$ cat config.mk
export PLATFORM = sky130hd
export DESIGN_NAME = txrx_finish_tracker_ble
export DESIGN_NICKNAME = d
export VERILOG_FILES = /design/src/rtl/txrx_finish_tracker_ble.sv
export SDC_FILE = /design/constraint.sdc
export NUM_CORES = 1
export LEC_CHECK = 0
export CORE_AREA = 2 2 84 86
export CTS_CLUSTER_SIZE = 20
export DETAILED_ROUTE_END_ITERATION = 10
export DIE_AREA = 0 0 86 88
export HOLD_SLACK_MARGIN = 0.03
export PLACE_DENSITY = 0.8
export SYNTH_ARGS = -nofsm -noshare
export SYNTH_HDL_FRONTEND = slang
export SYNTH_SLANG_ARGS = --single-unit
export TNS_END_PERCENT = 50
$ cat constraint.sdc
create_clock -name clk -period 2.9 [get_ports clk]
set_clock_uncertainty 0.15 [all_clocks]
set_input_delay 0.435 -clock clk [delete_from_list [all_inputs] [get_ports clk]]
set_output_delay 0.435 -clock clk [all_outputs]
set_load 0.1 [all_outputs]
$ cat src/rtl/txrx_finish_tracker_ble.sv
// Per-channel TX/RX finish status for the BLE PHY: gap-tolerant end-of-stream detection,
// a no-data watchdog and saturating sample counters. Optional sticky IRQ via FINISH_TRACKER_IRQ_EN.
module txrx_finish_tracker_ble #(
    parameter int NUM_CH      = 2,
    parameter int CNT_W       = 12,
    parameter int GAP_CYC     = 1,
    parameter int TIMEOUT_CYC = 4095
) (
    input  logic                    clk,
    input  logic                    reset,
    input  logic [NUM_CH-1:0]       we,
    input  logic [NUM_CH-1:0]       valid_out,
    output logic [NUM_CH-1:0]       finished,
    output logic [NUM_CH-1:0]       done_pulse,
    output logic [NUM_CH-1:0]       timeout_pulse,
    output logic [NUM_CH*CNT_W-1:0] sample_cnt
`ifdef FINISH_TRACKER_IRQ_EN
    ,
    input  logic [NUM_CH-1:0]       irq_clr,
    output logic [NUM_CH-1:0]       irq
`endif
);

    localparam int WD_W  = (TIMEOUT_CYC > 0) ? $clog2(TIMEOUT_CYC + 1) : 1;
    localparam int GAP_W = (GAP_CYC > 0) ? $clog2(GAP_CYC + 1) : 1;
    localparam logic [WD_W-1:0]  WD_LAST  = WD_W'((TIMEOUT_CYC > 0) ? TIMEOUT_CYC - 1 : 0);
    localparam logic [GAP_W-1:0] GAP_LAST = GAP_W'((GAP_CYC > 0) ? GAP_CYC - 1 : 0);
    localparam logic [CNT_W-1:0] CNT_MAX  = {CNT_W{1'b1}};

    typedef enum logic [1:0] {
        S_IDLE   = 2'd0,
        S_ARMED  = 2'd1,
        S_WAIT   = 2'd2,
        S_STREAM = 2'd3
    } state_t;

    for (genvar i = 0; i < NUM_CH; i++) begin : g_ch
        state_t             state_q, state_d;
        logic               fin_q, fin_d;
        logic               done_q, done_d;
        logic               to_q, to_d;
        logic [CNT_W-1:0]   cnt_q, cnt_d;
        logic [WD_W-1:0]    wd_q, wd_d;
        logic [GAP_W-1:0]   gap_q, gap_d;

        // Channel state and registered outputs
        always_ff @(posedge clk or posedge reset) begin
            if (reset) begin
                state_q <= S_IDLE;
                fin_q   <= 1'b1;
                done_q  <= 1'b0;
                to_q    <= 1'b0;
                cnt_q   <= '0;
                wd_q    <= '0;
                gap_q   <= '0;
            end else begin
                state_q <= state_d;
                fin_q   <= fin_d;
                done_q  <= done_d;
                to_q    <= to_d;
                cnt_q   <= cnt_d;
                wd_q    <= wd_d;
                gap_q   <= gap_d;
            end
        end

        // Next-state: a we request always wins over valid_out and abandons the current operation silently
        always_comb begin
            state_d = state_q;
            fin_d   = fin_q;
            done_d  = 1'b0;
            to_d    = 1'b0;
            cnt_d   = cnt_q;
            wd_d    = wd_q;
            gap_d   = gap_q;
            case (state_q)
                S_IDLE: begin
                    if (we[i]) begin
                        state_d = S_ARMED;
                    end else begin
                        state_d = S_IDLE;
                    end
                end
                S_ARMED: begin
                    if (!we[i]) begin
                        state_d = S_WAIT;
                        fin_d   = 1'b0;
                        cnt_d   = '0;
                        wd_d    = '0;
                    end else begin
                        state_d = S_ARMED;
                    end
                end
                S_WAIT: begin
                    if (we[i]) begin
                        state_d = S_ARMED;
                    end else if (valid_out[i]) begin
                        state_d = S_STREAM;
                        cnt_d   = CNT_W'(1);
                        gap_d   = '0;
                    end else if ((TIMEOUT_CYC != 0) && (wd_q == WD_LAST)) begin
                        state_d = S_IDLE;
                        fin_d   = 1'b1;
                        to_d    = 1'b1;
                    end else if (TIMEOUT_CYC != 0) begin
                        wd_d = wd_q + WD_W'(1);
                    end else begin
                        wd_d = wd_q;
                    end
                end
                S_STREAM: begin
                    if (we[i]) begin
                        state_d = S_ARMED;
                    end else if (valid_out[i]) begin
                        gap_d = '0;
                        if (cnt_q != CNT_MAX) begin
                            cnt_d = cnt_q + CNT_W'(1);
                        end else begin
                            cnt_d = cnt_q;
                        end
                    end else if (gap_q == GAP_LAST) begin
                        state_d = S_IDLE;
                        fin_d   = 1'b1;
                        done_d  = 1'b1;
                    end else begin
                        gap_d = gap_q + GAP_W'(1);
                    end
                end
                default: begin
                    state_d = S_IDLE;
                    fin_d   = 1'b1;
                end
            endcase
        end

        assign finished[i]                  = fin_q;
        assign done_pulse[i]                = done_q;
        assign timeout_pulse[i]             = to_q;
        assign sample_cnt[i*CNT_W +: CNT_W] = cnt_q;
    end

`ifdef FINISH_TRACKER_IRQ_EN
    logic [NUM_CH-1:0] irq_q, irq_d;

    // Sticky interrupt: a pulse in the same cycle as a clear keeps the bit set
    always_comb begin
        irq_d = (irq_q & ~irq_clr) | done_pulse | timeout_pulse;
    end

    // Interrupt register
    always_ff @(posedge clk or posedge reset) begin
        if (reset) begin
            irq_q <= '0;
        end else begin
            irq_q <= irq_d;
        end
    end

    assign irq = irq_q;
`endif

endmodule
==> results of run 1 <==
sequential cells by signal, summed over array words and instances, names as in the netlist:
register,cells
g_ch.cnt_q,24
g_ch.wd_q,24
g_ch.state_q,4
g_ch.done_q,2
g_ch.fin_q,2
g_ch.to_q,2
synth_stat cells (2+ instances only):
cell | count | area (um2)
nand4_1 | 12 | 75.1
dfrtp_1 | 56 | 1400
buf_4 | 7 | 52.6
a211oi_1 | 2 | 15.0
nor4_1 | 5 | 31.3
a31oi_1 | 5 | 31.3
nand2_1 | 42 | 158
mux2_2 | 3 | 33.8
clkbuf_1 | 14 | 52.6
a21oi_1 | 27 | 135
o221ai_1 | 3 | 26.3
mux2i_1 | 8 | 80.1
inv_1 | 28 | 105
o2bb2ai_1 | 2 | 17.5
and2_1 | 6 | 37.5
or3_1 | 8 | 50.1
dfstp_2 | 2 | 52.6
o311ai_0 | 6 | 52.6
a2111oi_0 | 3 | 26.3
nand4b_1 | 2 | 17.5
o211ai_2 | 2 | 25.0
nand2b_1 | 8 | 50.1
or4_1 | 14 | 105
and3_1 | 7 | 43.8
o31ai_1 | 4 | 30.0
o21a_1 | 3 | 22.5
o41ai_1 | 4 | 35.0
a21o_1 | 3 | 22.5
nor2_1 | 18 | 67.6
nor3_1 | 12 | 60.1
ha_1 | 14 | 175
o211ai_1 | 11 | 82.6
o21ai_0 | 22 | 110
nand3_1 | 35 | 175
and4_1 | 4 | 35.0
a2bb2oi_1 | 5 | 43.8
nor2b_1 | 2 | 12.5
nand3b_1 | 3 | 22.5
per-stage QoR:
step                       util  instance area (um2)  std cells  total power [W]
after floorplan               -                 3800        435          0.00153
after global placement    0.628                 4180        540          0.00167
after detailed placement  0.628                 4180        540          0.00169
after CTS                 0.659                 4380        555          0.00248
after global routing      0.659                 4380        555          0.00259
final                     0.659                 4380        555          0.00246
worst reg2reg max path, stage by stage (launching register included):
cell,delay [ns]
dfrtp_1,0.40
inv_1,0.10
ha_1,0.49
o21bai_1,0.17
or3_1,0.43
or4_1,0.42
a21oi_1,0.15
worst max-delay path by stage:
stage,startpoint,endpoint,slack (ns),cells after the start
2_1_floorplan,g_ch[1].cnt_q[0]$_DFFE_PP0P_,g_ch[1].cnt_q[0]$_DFFE_PP0P_,0.28,6
3_3_place_gp,we[0],g_ch[0].wd_q[6]$_DFFE_PP0P_,0.32,5
3_5_place_dp,we[0],g_ch[0].wd_q[6]$_DFFE_PP0P_,0.24,5
4_1_cts,g_ch[0].state_q[0]$_DFFE_PP0P_,g_ch[0].wd_q[6]$_DFFE_PP0P_,0.50,6
5_1_grt,g_ch[0].state_q[0]$_DFFE_PP0P_,g_ch[0].wd_q[6]$_DFFE_PP0P_,0.35,6
6_report,g_ch[0].state_q[0]$_DFFE_PP0P_,g_ch[0].wd_q[6]$_DFFE_PP0P_,0.51,6
power by group through the flow:
| stage | Sequential, W | Clock, W | Combinational (W) |
|---|---|---|---|
| after floorplan | 0.00105 | 0 | 0.000485 |
| after global placement | 0.000942 | 0 | 0.000725 |
| after detailed placement | 0.000948 | 0 | 0.000742 |
| after CTS | 0.000934 | 0.000797 | 0.000750 |
| after global routing | 0.000943 | 0.000836 | 0.000810 |
| final | 0.000934 | 0.000776 | 0.000748 |
logic make-up after synthesis:
group,count (synthesis),synth area share
AOI/OAI and AO/OA,115,0.212
muxes,11,0.0299
adders and majority gates,14,0.0461
DFF,58,0.382
buffers and inverters,51,0.0576
and+or+nand+nor,186,0.272
layout make-up:
| class | count | area (um2) | share of cell area |
|---|---|---|---|
| Clock buffer | 13 | 169 | 0.0386 |
| Clock inverter | 2 | 35.0 | 0.00800 |
| Inverter | 28 | 105 | 0.0240 |
| Multi-Input combinational cell | 326 | 2130 | 0.487 |
| Sequential cell | 58 | 1450 | 0.332 |
| Tap cell | 80 | 100 | 0.0229 |
| Timing Repair Buffer | 48 | 385 | 0.0880 |
routing by layer:
| layer | GRT usage | up-vias |
|---|---|---|
| li1 | - | 1709 |
| met1 | 0.336 | 1659 |
| met2 | 0.394 | 107 |
| met3 | 0.0481 | 10 |
| met4 | 0.0866 | 0 |
| met5 | 0 | - |
==> run summary, run 1 <==
Status: finished, final reports clean
LEAKAGE: 1.81 nW
Die width: 86 um
Largest net degree at the start of global routing: 59
CTS Buf Count: 9
Vias: 3485
DR DRC count: 0
Internal Pwr Total: 0.00154 W
Detailed Place HPWL: 6000 um
Core box area: 6640 um2
Max Clk Rate: 418 MHz
CP Cell Sequence: inv_1 > ha_1 > o21bai_1 > or3_1 > or4_1 > a21oi_1
Final Slew Violations: 0
Antenna-violating nets left: 0
Post_cts resized: 0
Worst-Skew Late Latency: 0.34 ns
Share of layout cells above drive strength 1: 0.164
Total track usage: 0.246
Worst Hold Slack: 0.318 ns
TritonCTS clock tree: yes
R2R depth: 6
Comb pwr share: 0.304
P_sw: 0.000913 W
Die Ht: 88 um
Max-Cap Viols: 0
First-pass GRT wire length: 15100 um
Worst-path fanout max: 17
Routed WL: 8710 um
Synth cell types: 61
Async SR Flop Fraction: 1.00
Port Buffers: 35
R2r endpoint: g_ch[0].wd_q[6]$_DFFE_PP0P_
Syn Nets: 455
Final nets: 491
R2R Path Start: g_ch[0].state_q[0]$_DFFE_PP0P_
Root Buffer: clkbuf_8
Buffers plus inverters on the worst setup path: 1
DR top layer: met4
Wire length on met3: 460 um
Place WS: 0.244 ns
Routed met1 length: 3940 um
Critical Path RT: 3.01 ns
Initial DRC count: 174
Cell Rows: 30
Synthesized area per cell: 8.74 um2
H-tree depth: 3
DR vias/cell: 6.28
Clk sinks: 58
Postcts setup bufs: 0
Worst path slowest cell: ha_1
Mapped Area: 3800 um2
Initial DRT Pass Iterations: 5
Die area: 7570 um2
CP endpoint kind: flop
Synth warnings: 0
GR Overflow Total: 0
Commonest non-fill, non-tap cell in the layout: dfrtp_1
Clock power share: 0.316
Setup Crit Path Kind: reg2reg
Startpoint types: flop
CTS Buffer Depth: 2
Gpl congestion: 0.855
Num ports: 36
Routed wl met2: 4190 um
Pwr dens: 561 nW/um2
Final Hold Fails: 0
Reg power frac: 0.380
Worst Hold Class: in2async
Final-report setup violation count: 0
Maximum vdd drop: 0.298 mV
Layout area overhead: 15.1%
Relative slew slack: 0.596
Post-synthesis register bit count: 58
Wirelength per Cell: 15.7 um
Top delay family on crit path: simple AND/OR/NAND/NOR gates
Main synth FF type: dfrtp_1
Clock transition at path regs: 0.07 ns
Least-Margin Pin Slew: 0.603 ns
RSZ-0062 raised after global routing: no
Period utilization: 0.825
Most frequent cells in the layout: 56 x dfrtp_1, 42 x nand2_1, 42 x buf_4
Hold buffer count at cts: 0
Number of synthesized flops with an enable pin: 0
Fin worst setup slack: 0.508 ns
Register area share after synthesis: 0.382
Initial core utilization: 0.573
CP max stage delay: 0.49 ns
Sw Ratio: 0.372
Setup TNS: 0 ns
Synthesized instance count: 435
Vias in the first global route: 3242
FF-to-FF setup slack: 0.51 ns
Final worst path period need: 2.39 ns
Ant. Diodes: 0
Initial antenna violation count: 0
Number of fill cells: 545
CP Data Arrival Time: 2.50 ns
Power figures use the tool's default switching activity.
==> run 2: changes to the inputs <==
clock period = 2.35 ns   (was 2.9 ns; I/O delays follow)
==> run summary, run 2 (synthesized netlist as in run 1, its figures left out) <==
Met2 usage: 0.396
Detailed Place HPWL: 6160 um
Status: finished, final reports clean
Die width: 86 um
Startpoint types: flop
Maximum vdd drop: 0.464 mV
Hold buffer count at cts: 0
Layout area overhead: 18.7%
Share of layout cells above drive strength 1: 0.231
Least-Margin Pin Slew: 0.417 ns
Core box area: 6640 um2
Num ports: 36
Final-report setup violation count: 0
LEAKAGE: 1.85 nW
Routed WL: 9150 um
Antenna-violating nets left: 0
TritonCTS clock tree: yes
Critical Path RT: 2.47 ns
GR Overflow Total: 0
Relative slew slack: 0.715
Final worst path period need: 2.25 ns
Final nets: 504
Commonest non-fill, non-tap cell in the layout: buf_4
Setup Crit Path Kind: reg2reg
Most frequent cells in the layout: 55 x buf_4, 42 x nand2_1, 39 x dfrtp_1
Final Slew Violations: 0
Period utilization: 0.959
Largest net degree at the start of global routing: 45
Max-Cap Viols: 0
Design Area, Final: 4520 um2
Biggest regs: g_ch.cnt_q (24), g_ch.wd_q (24), g_ch.state_q (4)
Port Buffers: 35
Post-route insts no fill: 569
Final Hold Fails: 0
CTS Buf Count: 9
Die Ht: 88 um
Initial DRC count: 170
CP endpoint kind: flop
Initial DRT Pass Iterations: 5
Vias: 3597
Busiest metal layer after global routing: met2
Ant. Diodes: 0
Pwr dens: 696 nW/um2
Worst Hold Class: in2async
Met3 GRT Util: 0.0537
Max Clk Rate: 444 MHz
Root Buffer: clkbuf_8
DR DRC count: 0
Initial core utilization: 0.573
Post-DP Area: 4290 um2
Vias in the first global route: 3254
Die area: 7570 um2
Wirelength per Cell: 16.1 um
Clk sinks: 58
CTS Buffer Depth: 2
Initial antenna violation count: 0
Worst-Skew Late Latency: 0.34 ns
Total track usage: 0.250
Worst-path fanout max: 5
Cell Rows: 30
First-pass GRT wire length: 15100 um
Gpl congestion: 0.909
Final Core Density: 0.680
H-tree depth: 3
Met1 Usage GRT: 0.338
CP Data Arrival Time: 2.37 ns
Clock transition at path regs: 0.08 ns
Setup TNS: 0 ns
DR vias/cell: 6.32
Placed Instances: 553
run 2: cell types whose count changed in the layout (fill, tap and decap cells not counted), sizes merged:
| cell | delta |
|---|---|
| buf | +13 |
| clkbuf | -1 |
| clkinv | +2 |
run 2: timing repair:
item | in CTS | in global routing
resized for setup | 0 | 3
setup buffers | 0 | 0
endpoints found under the setup margin | 0 | 13
run 2: metal layers:
layer	vias to the layer above	wire (um)
met1	1717	4120
met5	-	0
met2	132	4430
met3	14	487
met4	0	102
li1	1734	-
run 2: area by class of cell:
type	instances	area [um2]
clock buffers	12	165
clock inverters	4	48.8
fillers	523	2130
inverters	28	105
multi-input cells	326	2140
flip-flops and latches	58	1480
well taps	80	100
repair buffers	61	483
run 2: power breakdown:
group | internal, W | leakage, nW | total (W) | switching [W]
Combinational | 0.000314 | 0.971 | 0.000998 | 0.000684
Clock | 0.000575 | 0.112 | 0.000994 | 0.000419
Sequential | 0.00108 | 0.769 | 0.00115 | 0.0000779
run 2: critical path: stages, from the launching register on:
cell and delay, ns:
dfrtp_1 0.40, inv_1 0.09, ha_2 0.20, o21ba_4 0.21, or4b_4 0.54, or4_1 0.51
o211ai_2 0.09
run 2: per-stage QoR:
stage | hold slack, ns | power [W] | setup WS [ns]
after global placement | 0.305 | 0.00212 | 0.0116
after global routing | 0.166 | 0.00329 | -0.000368
after detailed placement | 0.329 | 0.00215 | -0.0188
after floorplan | 0.292 | 0.00189 | -0.0383
final | 0.137 | 0.00315 | 0.0969
after CTS | 0.146 | 0.00316 | 0.0512
run 2: path summary, 6_finish.rpt:
check,depth (start not counted),to,slack [ns],startpoint
min,2,g_ch[1].cnt_q[11]$_DFFE_PP0P_,0.14,reset
min in group clk,2,g_ch[0].fin_q$_DFFE_PP1P_,0.35,g_ch[0].fin_q$_DFFE_PP1P_
max in group asynchronous,3,g_ch[0].fin_q$_DFFE_PP1P_,1.30,reset
min reg2reg,2,g_ch[0].fin_q$_DFFE_PP1P_,0.35,g_ch[0].fin_q$_DFFE_PP1P_
max,6,g_ch[1].cnt_q[5]$_DFFE_PP0P_,0.1,g_ch[1].state_q[0]$_DFFE_PP0P_
max reg2reg,6,g_ch[1].cnt_q[5]$_DFFE_PP0P_,0.1,g_ch[1].state_q[0]$_DFFE_PP0P_
==> run 3: changes to the inputs <==
CORE_AREA = 2 2 83 85   (was 2 2 84 86)
DIE_AREA = 0 0 85 87   (was 0 0 86 88)
DONT_BUFFER_PORTS = 1   (was not set)
PLACE_DENSITY = 0.74   (was 0.8)
==> run summary, run 3 (synthesized netlist as in run 1, its figures left out) <==
Die Ht: 87 um
Initial DRT Pass Iterations: 8
Wirelength per Cell: 16.1 um
LEAKAGE: 1.80 nW
Least-Margin Pin Slew: 0.509 ns
CTS Buffer Depth: 2
Met1 Usage GRT: 0.342
Core box area: 6570 um2
Max Clk Rate: 434 MHz
Most frequent cells in the layout: 44 x buf_4, 42 x nand2_1, 39 x dfrtp_1
CP endpoint kind: flop
Share of layout cells above drive strength 1: 0.211
Final Hold Fails: 0
Final nets: 494
Clk sinks: 58
Initial antenna violation count: 0
Num ports: 36
Largest net degree at the start of global routing: 40
Worst-path fanout max: 5
Total track usage: 0.253
First-pass GRT wire length: 15200 um
Root Buffer: clkbuf_8
Startpoint types: flop
Final-report setup violation count: 0
Ant. Diodes: 0
Gpl congestion: 0.903
Initial DRC count: 194
Final Slew Violations: 0
Die area: 7400 um2
DR DRC count: 0
Commonest non-fill, non-tap cell in the layout: buf_4
Antenna-violating nets left: 0
Cell Rows: 30
Max-Cap Viols: 0
Maximum vdd drop: 0.776 mV
Relative slew slack: 0.661
CP Data Arrival Time: 2.42 ns
TritonCTS clock tree: yes
Setup Crit Path Kind: reg2reg
H-tree depth: 3
Final total power: 0.00304 W
Critical Path RT: 2.46 ns
Period utilization: 0.981
Routed WL: 9020 um
Final worst path period need: 2.31 ns
Met2 usage: 0.402
Detailed Place HPWL: 6290 um
Busiest metal layer after global routing: met2
GR Overflow Total: 0
Initial core utilization: 0.579
Vias: 3594
Biggest regs: g_ch.cnt_q (24), g_ch.wd_q (24), g_ch.state_q (4)
Met3 GRT Util: 0.0588
Number of fill cells: 535
Clock transition at path regs: 0.07 ns
Worst Hold Class: in2reg
Layout area overhead: 16.4%
Status: finished, final reports clean
CTS Buf Count: 9
Pwr dens: 685 nW/um2
Port Buffers: 0
Worst Hold Slack: 0.0569 ns
Worst-Skew Late Latency: 0.34 ns
DR vias/cell: 6.43
Die width: 85 um
Vias in the first global route: 3230
==> run 3: area by class of cell <==
class / count / area [um2] / area share
clock inverter: 2 / 35.0 / 0.00791
inverter: 28 / 105 / 0.0237
sequential: 58 / 1480 / 0.333
tap: 80 / 100 / 0.0226
clock buffer: 14 / 163 / 0.0367
timing repair buffer: 51 / 410 / 0.0927
multi-input combinational: 326 / 2140 / 0.483
==> run 3: metal layers <==
| metal | up-vias | share of wire |
|---|---|---|
| met5 | - | 0 |
| met4 | 0 | 0.015 |
| met3 | 18 | 0.060 |
| met2 | 131 | 0.48 |
| met1 | 1724 | 0.45 |
| li1 | 1721 | - |
==> run 3: report_power, final <==
part / internal (W) / switching (W) / total (W)
logic: 0.000276 / 0.000544 / 0.000821
clock network: 0.000548 / 0.000403 / 0.000951
registers: 0.00108 / 0.000184 / 0.00126
total: 0.00190 / 0.00113 / 0.00304
==> run 3: worst paths after layout <==
| path | start | to | slack, ns | cells after the start |
|---|---|---|---|---|
| worst max-delay path | g_ch[1].state_q[1]$_DFFE_PP0P_ | g_ch[1].cnt_q[9]$_DFFE_PP0P_ | 0.04 | 6 |
| worst min-delay path | we[1] | g_ch[1].state_q[1]$_DFFE_PP0P_ | 0.06 | 2 |
| worst max register to register | g_ch[1].state_q[1]$_DFFE_PP0P_ | g_ch[1].cnt_q[9]$_DFFE_PP0P_ | 0.04 | 6 |
| worst min register to register | g_ch[1].wd_q[1]$_DFFE_PP0P_ | g_ch[1].wd_q[1]$_DFFE_PP0P_ | 0.41 | 1 |
| max in group asynchronous | reset | g_ch[0].fin_q$_DFFE_PP1P_ | 1.12 | 3 |
| min in group asynchronous | reset | g_ch[1].cnt_q[6]$_DFFE_PP0P_ | 0.33 | 2 |
==> run 3: stage by stage <==
| stage | setup slack, ns | instance area, um2 | TNS [ns] | std cells | util |
|---|---|---|---|---|---|
| after global placement | 0.140 | 4150 | 0 | 536 | 0.632 |
| after CTS | 0.0369 | 4410 | 0 | 558 | 0.672 |
| after global routing | -0.00419 | 4430 | -0.00419 | 559 | 0.674 |
| after floorplan | -0.0383 | 3820 | -0.0705 | 435 | - |
| after detailed placement | 0.0465 | 4150 | 0 | 536 | 0.632 |
| final | 0.0449 | 4430 | 0 | 559 | 0.674 |
==> run 3: repair_timing <==
item,4_1_cts,5_1_grt
endpoints found under the setup margin,0,4
endpoints found under the hold margin,21,0
hold buffers,6,0
buffers inserted,0,1
gates resized for setup,0,5
==> run 3: worst max-delay path, cell delays in order (launching register included) <==
cell and delay (ns):
dfrtp_1 0.42, buf_4 0.15, ha_1 0.19, o21ba_4 0.21
or4b_4 0.51, or4_1 0.51, o211ai_2 0.08
